==> config.mk <==
export PLATFORM = sky130hd
export DESIGN_NAME = pc_target_unit
export DESIGN_NICKNAME = d
export VERILOG_FILES = /design/src/rtl/pc_target_unit.sv
export SDC_FILE = /design/constraint.sdc
export NUM_CORES = 1
export LEC_CHECK = 0
export BUFFER_PORTS_ARGS = -buffer_cell sky130_fd_sc_hd__buf_4
export CORE_ASPECT_RATIO = 1.2
export CORE_UTILIZATION = 55
export CTS_CLUSTER_DIAMETER = 80
export DETAILED_ROUTE_END_ITERATION = 6
export HOLD_SLACK_MARGIN = 0.05
export PLACE_DENSITY = 0.78
export SYNTH_ARGS = -nofsm -noshare
export SYNTH_HDL_FRONTEND = slang
export SYNTH_SLANG_ARGS = --single-unit
==> constraint.sdc <==
create_clock -name clk -period 5 [get_ports clk]
set_clock_uncertainty 0.05 [all_clocks]
set_input_delay 0.5 -clock clk [delete_from_list [all_inputs] [get_ports clk]]
set_output_delay 0.5 -clock clk [all_outputs]
set_load 0.02 [all_outputs]
==> src/rtl/pc_target_unit.sv <==
// rtl/pc_target_unit.sv - next-PC resolution for SEQ/BRANCH/JR/JAL (optional BRANCH_COUNT_EN taken counter)
module pc_target_unit #(
   parameter int               WIDTH    = 16,
   parameter logic [WIDTH-1:0] RESET_PC = 16'h0000
) (
   input  logic             clk,
   input  logic             reset,
   input  logic [WIDTH-1:0] imm_shifted,
   input  logic [WIDTH-1:0] reg_target,
   input  logic             op_valid,
   input  logic [1:0]       op_type,
   input  logic             cond_true,
   output logic             op_ready,
   output logic [WIDTH-1:0] pc,
   output logic             link_valid,
   output logic [WIDTH-1:0] link_addr,
   output logic             misalign,
`ifdef BRANCH_COUNT_EN
   input  logic             count_clr,
   output logic [15:0]      taken_count,
`endif
   output logic             commit
);

   localparam logic [1:0] OP_SEQ    = 2'b00;
   localparam logic [1:0] OP_BRANCH = 2'b01;
   localparam logic [1:0] OP_JR     = 2'b10;
   localparam logic [1:0] OP_JAL    = 2'b11;

   localparam logic [WIDTH-1:0] PC_STEP = WIDTH'(2);

   typedef enum logic [1:0] {
      S_IDLE   = 2'b00,
      S_CALC   = 2'b01,
      S_COMMIT = 2'b10
   } state_t;

   state_t           r_state;
   state_t           w_next_state;

   logic [1:0]       r_op_type;
   logic [WIDTH-1:0] r_imm;
   logic [WIDTH-1:0] r_reg;
   logic [WIDTH-1:0] r_tgt_rel;
   logic [WIDTH-1:0] r_seq;
   logic [WIDTH-1:0] r_pc;
   logic [WIDTH-1:0] r_link_addr;

   logic [WIDTH-1:0] w_next_pc;
   logic [WIDTH-1:0] w_jump_tgt;
   logic             w_op_ready;
   logic             w_commit;
   logic             w_link_valid;
   logic             w_misalign;
   logic             w_taken;

   // Register targets are forced halfword-aligned; a set bit 0 only raises misalign.
   assign w_jump_tgt = {r_reg[WIDTH-1:1], 1'b0};

   // State register.
   always_ff @(posedge clk) begin
      if (reset) begin
         r_state <= S_IDLE;
      end else begin
         r_state <= w_next_state;
      end
   end

   // Next-state, handshake, pulse outputs and next-PC selection.
   always_comb begin
      w_next_state = r_state;
      w_op_ready   = 1'b0;
      w_commit     = 1'b0;
      w_link_valid = 1'b0;
      w_misalign   = 1'b0;
      w_taken      = 1'b0;
      w_next_pc    = r_pc;
      case (r_state)
         S_IDLE: begin
            w_op_ready = 1'b1;
            if (op_valid) begin
               w_next_state = S_CALC;
            end
         end
         S_CALC: begin
            w_next_state = S_COMMIT;
         end
         S_COMMIT: begin
            w_commit     = 1'b1;
            w_next_state = S_IDLE;
            case (r_op_type)
               OP_SEQ: begin
                  w_next_pc = r_seq;
               end
               OP_BRANCH: begin
                  if (cond_true) begin
                     w_next_pc = r_tgt_rel;
                     w_taken   = 1'b1;
                  end else begin
                     w_next_pc = r_seq;
                  end
               end
               OP_JR: begin
                  w_next_pc  = w_jump_tgt;
                  w_misalign = r_reg[0];
                  w_taken    = 1'b1;
               end
               default: begin
                  w_next_pc    = w_jump_tgt;
                  w_misalign   = r_reg[0];
                  w_link_valid = 1'b1;
                  w_taken      = 1'b1;
               end
            endcase
         end
         default: begin
            w_next_state = S_IDLE;
         end
      endcase
   end

   // Pulses are suppressed while reset is held so an aborted commit never shows.
   assign op_ready   = reset | w_op_ready;
   assign commit     = w_commit & ~reset;
   assign link_valid = w_link_valid & ~reset;
   assign misalign   = w_misalign & ~reset;
   assign pc         = r_pc;
   assign link_addr  = r_link_addr;

   // Operand latch, target arithmetic and PC/link commit.
   always_ff @(posedge clk) begin
      if (reset) begin
         r_op_type   <= OP_SEQ;
         r_imm       <= '0;
         r_reg       <= '0;
         r_tgt_rel   <= '0;
         r_seq       <= '0;
         r_pc        <= RESET_PC;
         r_link_addr <= '0;
      end else begin
         case (r_state)
            S_IDLE: begin
               if (op_valid) begin
                  r_op_type <= op_type;
                  r_imm     <= imm_shifted;
                  r_reg     <= reg_target;
               end
            end
            S_CALC: begin
               r_tgt_rel <= r_pc + r_imm;
               r_seq     <= r_pc + PC_STEP;
            end
            S_COMMIT: begin
               r_pc <= w_next_pc;
               if (r_op_type == OP_JAL) begin
                  r_link_addr <= r_seq;
               end
            end
            default: begin
               r_pc <= r_pc;
            end
         endcase
      end
   end

`ifdef BRANCH_COUNT_EN
   logic [15:0] r_taken_count;

   // Saturating count of taken control transfers; clear beats increment.
   always_ff @(posedge clk) begin
      if (reset || count_clr) begin
         r_taken_count <= '0;
      end else if (w_taken && (r_taken_count != 16'hFFFF)) begin
         r_taken_count <= r_taken_count + 16'd1;
      end
   end

   assign taken_count = r_taken_count;
`endif

endmodule

==> results.py, run 1 <==
metrics = {
    "pwr": {
        "p_comb_share_pct": 11.0,
        "p_seq_share_pct": 56.8,
        "p_per_area_nw_per_um2": 271,
        "p_leak_nw": 2.26,
        "p_int_mw": 1.09,
        "vdd_drop_max_uv": 174,
        "swShare_pct": 27.2,
        "p_clk_share_pct": 32.1,
        "p_switching_mw": 0.407,
    },
    "grt": {
        "first_global_vias": 4052,
        "grt_util_met3_pct": 4.06,
        "grt_use_met2_pct": 45.6,
        "grt_max_degree": 86,
        "antenna_found_initial": 0,
        "top_usage_layer": "met2",
        "grt_usage_pct": 28.7,
        "met1_usage_pct": 39.3,
        "grt.overflow.total": 0,
        "grt_pass1_wl_um": 20300,
    },
    "floorplanning": {
        "die_area_um2": 9010,
        "rows": 36,
        "start_util_pct": 57.6,
        "core_area_um2": 8240,
        "die_h_um": 104,
        "die_width_um": 86.8,
        "io_pins": 74,
    },
    "synth": {
        "synth_area_leaders": "dfxtp_1, nand2_1, a21oi_1, ha_1, mux2i_1",
        "synth_top_cell_by_area": "dfxtp_1",
        "ys_warn_count": 0,
        "ys_seq_area_share_pct": 42.1,
        "syn_area_um2": 4750,
        "synthArstFlopShare_pct": 0,
        "synth_edf_count": 0,
        "syn_area_per_cell_um2": 7.81,
        "ys.flop_type": "dfxtp_1",
        "synth_cells": 608,
        "ys_ff_latch": 100,
        "synth_cell_types": 48,
        "synth_top_area_share_pct": 42.1,
        "synth_nets": 663,
    },
    "critical_path": {
        "max_stage_delay_ns": 0.69,
        "reg2reg_slack_ns": 2.67,
        "crit_type": "register to output pin",
        "cp_max_fo": 18,
        "slowest_stage": "nand2b_1",
        "cp.arrival_ns": 2.02,
        "worstRegToRegCells": 6,
        "worst_ep_required_time_ns": 4.45,
        "cp_num_buf_inv": 1,
        "critPathTopFamily": "simple AND/OR/NAND/NOR gates",
        "crit_chain": "nand2b_1 -> nor2_1 -> and3_1 -> buf_4",
        "startpoint_type": "register",
        "cp-end-kind": "output pin",
        "cp_num_cells": 4,
    },
    "detailed_routing": {
        "first_iter_violations": 329,
        "wl_um": 12600,
        "drcViolationCount": 0,
        "ant_nets": 0,
        "dr.pass1.iters": 4,
        "via_per_inst": 5.71,
        "wl_per_cell_um": 16.2,
        "dr_total_vias": 4449,
    },
    "status": {
        "status": "completed",
    },
    "sta": {
        "setup_tns_ns": 0,
        "max_freq_mhz": 389,
        "relSlewSlack_pct": 34.2,
        "worst_pin_slew_ns": 0.984,
        "setup_viol": 0,
        "grt_setup_unrepaired": "no",
        "hold_viol": 0,
        "post-route-period-util_pct": 51.4,
        "slew_violations": 0,
        "period_needed_ns": 2.57,
        "hold_ws_ns": 0.312,
    },
    "clock_tree": {
        "post_cts_resized": 0,
        "clk_latency_ns": 0.37,
        "clk_pin_slew_worst_paths_ns": 0.10,
        "cts_buffers": 9,
        "cts_root_buffer": "clkbuf_8",
        "clock-sinks": 100,
        "h-tree-depth": 3,
        "post_cts_buffers": 0,
        "postCtsHoldBufs": 0,
        "cts_tree": "done",
        "clockBufferDepth": 2,
    },
    "layout": {
        "fill_cells": 743,
        "utilization_pct": 67.0,
        "antenna_cells": 0,
        "final_nets": 715,
        "multi_input_area_um2": 2570,
        "regArea_um2": 2000,
        "syn_to_final_growth_pct": 16.2,
        "drive_gt1_share_pct": 15.5,
    },
    "flow_run": {
        "drv_cap": 0,
    },
    "place": {
        "io_buffers": 73,
        "place_hpwl_um": 8790,
        "gp_congestion": 0.911,
    },
    "min_path": {
        "worstHoldPathType": "input port to register",
        "hold_depth": 3,
    },
}
==> cells in the mapped netlist, types with 2 or more instances <==
cell / instances
and2_1: 3
xor2_1: 8
and3_1: 6
buf_2: 3
or3_1: 5
nand2b_1: 3
nor2_1: 27
o211ai_1: 3
nor3_1: 6
a31o_2: 2
clkbuf_1: 34
xnor2_1: 9
a31oi_1: 2
nand3b_1: 7
a21oi_1: 81
nand3_1: 13
nand4_1: 9
o21ai_0: 26
a211oi_1: 14
or2_2: 2
a311oi_1: 5
inv_1: 9
mux2i_1: 16
a21o_1: 9
ha_1: 16
o221ai_1: 2
nand2_1: 167
nor2b_1: 2
dfxtp_1: 100
==> worst min-delay path, cell delays in order <==
cell     delay (ns)
buf_4          0.11
nand2_1        0.04
a21oi_1        0.05
==> power groups by stage <==
stage | Sequential, mW | Clock (mW) | Combinational [mW]
final | 0.851 | 0.481 | 0.165
after CTS | 0.850 | 0.486 | 0.164
after detailed placement | 0.868 | 0 | 0.164
after global placement | 0.868 | 0 | 0.160
after floorplan | 0.862 | 0 | 0.109
after global routing | 0.854 | 0.522 | 0.183
==> through the flow <==
stage	setup slack (ns)	instances	area (um2)	total power, mW
2_1_floorplan	2.78	608	4750	0.971
3_3_place_gp	2.77	763	5340	1.03
3_5_place_dp	2.71	763	5340	1.03
4_1_cts	2.45	779	5520	1.50
5_1_grt	2.35	779	5520	1.56
6_report	2.43	779	5520	1.50
==> worst paths after layout <==
kind | start | endpoint
max reg2reg | pc[1]$_SDFFE_PP0P_ | r_tgt_rel[13]$_SDFFE_PP0N_
min | reg_target[1] | r_reg[1]$_SDFFE_PP0P_
min reg2reg | r_reg[0]$_SDFFE_PP0P_ | r_reg[0]$_SDFFE_PP0P_
max | r_state[0]$_SDFFE_PP0P_ | link_valid
==> layout by cell type (no fill, tap or decap), types with 5 or more instances in the layout <==
master and n:
nand3b_1 7, xnor2_1 9, xor2_1 8, a21o_1 9, buf_4 79, a211oi_1 14
clkbuf_8 10, a311oi_1 5, ha_1 16, a21oi_1 81, or3_1 5, nand2_1 167
nor3_1 6, dfxtp_1 100, and3_1 6, mux2i_1 16, nand3_1 13, nand4_1 9
nor2_1 27, inv_1 9, o21ai_0 26
==> final cells by class <==
type                       count  area share [%]
clock buffer                  11            2.56
clock inverter                 5           0.635
inverter                      10           0.680
multi-input combinational    460            46.5
sequential                   100            36.3
tap                          114            2.58
timing repair buffer          79            10.7
==> layer usage <==
| layer | share of wire, % | up-vias |
|---|---|---|
| li1 | - | 2207 |
| met1 | 46 | 2072 |
| met2 | 48 | 153 |
| met3 | 4.6 | 17 |
| met4 | 1.3 | 0 |
| met5 | 0 | - |
==> cell families after synthesis <==
family	count (synthesis)	synth area share (%)
AND/OR/NAND/NOR	255	23.3
multiplexers	16	3.37
adder cells (fa/ha/maj)	17	4.64
buffers and inverters	48	3.87
XOR/XNOR	17	3.13
flip-flops	100	42.1
AO/OA/AOI/OAI	155	19.6
Power figures use the tool's default switching activity.
==> run 2, diff against run 1 <==
CORE_UTILIZATION = 51   (was 55)
PLACE_DENSITY = 0.76   (was 0.78)
clock period = 2.3 ns   (was 5 ns; I/O delays follow)
==> run 2 against run 1 <==
Compared with the run above: final area increased by 4.7%; first-iteration DRC count is 12% lower; sequential share of layout area fell by 1.6 points; wire length rose by 0.48%; register-to-register slack lost 2.6 ns; sequential cell count is the same; clock power grew 100%; core utilization fell by 3.0 points; critical path type is now register to register; largest cell class unchanged; largest power group unchanged.
==> results.py, run 2 (synthesis gave the netlist of run 1 again) <==
metrics = {
    "detailed_routing": {
        "via_per_inst": 5.54,
        "first_iter_violations": 290,
        "ant_nets": 0,
        "drcViolationCount": 0,
        "wl_per_cell_um": 15.5,
        "dr_total_vias": 4513,
        "dr.pass1.iters": 6,
        "wl_um": 12700,
    },
    "layout": {
        "syn_to_final_growth_pct": 21.6,
        "layout.cells.most_common": "nand2_1",
        "mostFrequentLayoutCells": "nand2_1, buf_4, dfxtp_1",
        "final_nets": 746,
        "antenna_cells": 0,
        "drive_gt1_share_pct": 17.8,
        "stdcell_area_um2": 5780,
    },
    "floorplanning": {
        "core_area_um2": 9030,
        "die_h_um": 108,
        "start_util_pct": 52.6,
        "die_area_um2": 9710,
        "die_width_um": 90.1,
        "io_pins": 74,
        "rows": 38,
    },
    "pwr": {
        "p_int_mw": 2.35,
        "swShare_pct": 26.7,
        "p_per_area_nw_per_um2": 555,
        "p_switching_mw": 0.857,
        "p_leak_nw": 2.39,
        "p_comb_share_pct": 12.1,
        "vdd_drop_max_uv": 297,
        "p_seq_share_pct": 57.7,
        "p_clk_share_pct": 30.2,
        "finalPower_mw": 3.21,
    },
    "clock_tree": {
        "clockBufferDepth": 2,
        "clock-sinks": 100,
        "clk_pin_slew_worst_paths_ns": 0.09,
        "h-tree-depth": 3,
        "cts_root_buffer": "clkbuf_8",
        "cts_tree": "done",
        "cts_buffers": 9,
        "clk_latency_ns": 0.37,
    },
    "critical_path": {
        "cp_max_fo": 6,
        "reg2reg_slack_ns": 0.11,
        "cp-end-kind": "register",
        "worstRegToRegCells": 6,
        "cp.arrival_ns": 2.43,
        "rr_endpoint": "r_tgt_rel[15]$_SDFFE_PP0N_",
        "r2r_start": "pc[2]$_SDFFE_PP0P_",
        "crit_type": "register to register",
        "startpoint_type": "register",
        "worst_ep_required_time_ns": 2.54,
    },
    "sta": {
        "hold_viol": 0,
        "finalWorstSetupSlack_ns": 0.111,
        "period_needed_ns": 2.19,
        "worst_pin_slew_ns": 0.630,
        "setup_viol": 0,
        "relSlewSlack_pct": 57.9,
        "max_freq_mhz": 457,
        "grt_setup_unrepaired": "no",
        "setup_tns_ns": 0,
        "post-route-period-util_pct": 95.2,
        "slew_violations": 0,
    },
    "grt": {
        "grt.overflow.total": 0,
        "antenna_found_initial": 0,
        "grt_usage_pct": 27.3,
        "grt_max_degree": 45,
        "grt_pass1_wl_um": 20800,
        "first_global_vias": 4180,
    },
    "min_path": {
        "whs_endpoint": "r_imm[9]$_SDFFE_PP0P_",
        "hold_start": "imm_shifted[9]",
        "worstHoldPathType": "input port to register",
        "hold_depth": 3,
    },
    "place": {
        "placed_area_um2": 5490,
        "gp_congestion": 0.979,
        "place_hpwl_um": 9560,
        "dpl_worst_slack_ns": 0.00851,
        "io_buffers": 73,
    },
    "flow_run": {
        "drv_cap": 0,
    },
    "status": {
        "status": "completed",
    },
}
## run 2: changes by cell type in the layout (fill, tap and decap cells not counted), moves of 2 or more
| cell | previous run | this run |
|---|---|---|
| inv_6 | 2 | 0 |
| dlygate4sd3_1 | 0 | 10 |
| buf_4 | 79 | 100 |
| clkinvlp_4 | 1 | 3 |
## run 2: worst max path at each step
stage / from / end / slack (ns) / depth (start not counted)
2_1_floorplan: pc[8]$_SDFFE_PP0P_ / r_tgt_rel[13]$_SDFFE_PP0N_ / 0.08 / 7
3_3_place_gp: pc[0]$_SDFFE_PP0P_ / r_tgt_rel[12]$_SDFFE_PP0N_ / 0.15 / 7
3_5_place_dp: pc[0]$_SDFFE_PP0P_ / r_tgt_rel[12]$_SDFFE_PP0N_ / 0.009 / 7
4_1_cts: pc[4]$_SDFFE_PP0P_ / r_tgt_rel[12]$_SDFFE_PP0N_ / 0.02 / 6
5_1_grt: pc[0]$_SDFFE_PP0P_ / r_tgt_rel[12]$_SDFFE_PP0N_ / 0.006 / 7
6_report: pc[2]$_SDFFE_PP0P_ / r_tgt_rel[15]$_SDFFE_PP0N_ / 0.11 / 6
## run 2: power by group through the flow
stage / Sequential [mW] / Clock (mW) / Combinational (mW)
finish: 1.85 / 0.970 / 0.387
global route: 1.86 / 1.07 / 0.431
CTS: 1.85 / 0.987 / 0.385
detailed placement: 1.89 / 0 / 0.370
global placement: 1.89 / 0 / 0.361
floorplan: 1.87 / 0 / 0.238
## run 2: final cells by class
class	count	area (um2)
fill	824	3260
multi-input combinational	460	2580
sequential	100	2000
timing repair buffer	110	851
tap	120	150
clock buffer	11	131
inverter	10	37.5
clock inverter	4	27.5
## run 2: what timing repair did
item | CTS | global route
hold buffers | 10 | 0
setup buffers | 2 | 0
gates resized for setup | 0 | 3
endpoints found under the hold margin | 10 | 0
pin swaps | 1 | 0
endpoints found under the setup margin | 2 | 2
## run 2: stage by stage
step	cells	hold slack, ns	utilization, %
after floorplan	608	0.316	-
after global placement	788	0.390	60.8
after detailed placement	788	0.399	60.8
after CTS	815	0.0501	63.8
after global routing	815	0.0528	64.0
final	815	0.0550	64.0
## run 2: critical path, stage by stage, from the launching register on
cell	delay, ns
dfxtp_1	0.39
ha_1	0.38
o21ai_0	0.14
o2111ai_1	0.46
a31oi_1	0.20
or4_1	0.42
o221ai_1	0.08
## run 2: metal layers
layer	global-route usage, %	share of wire (%)	vias to the layer above
li1	-	-	2265
met1	35.1	44	2085
met2	46.3	48	142
met3	4.59	5.8	21
met4	9.33	1.8	0
met5	0	0	-
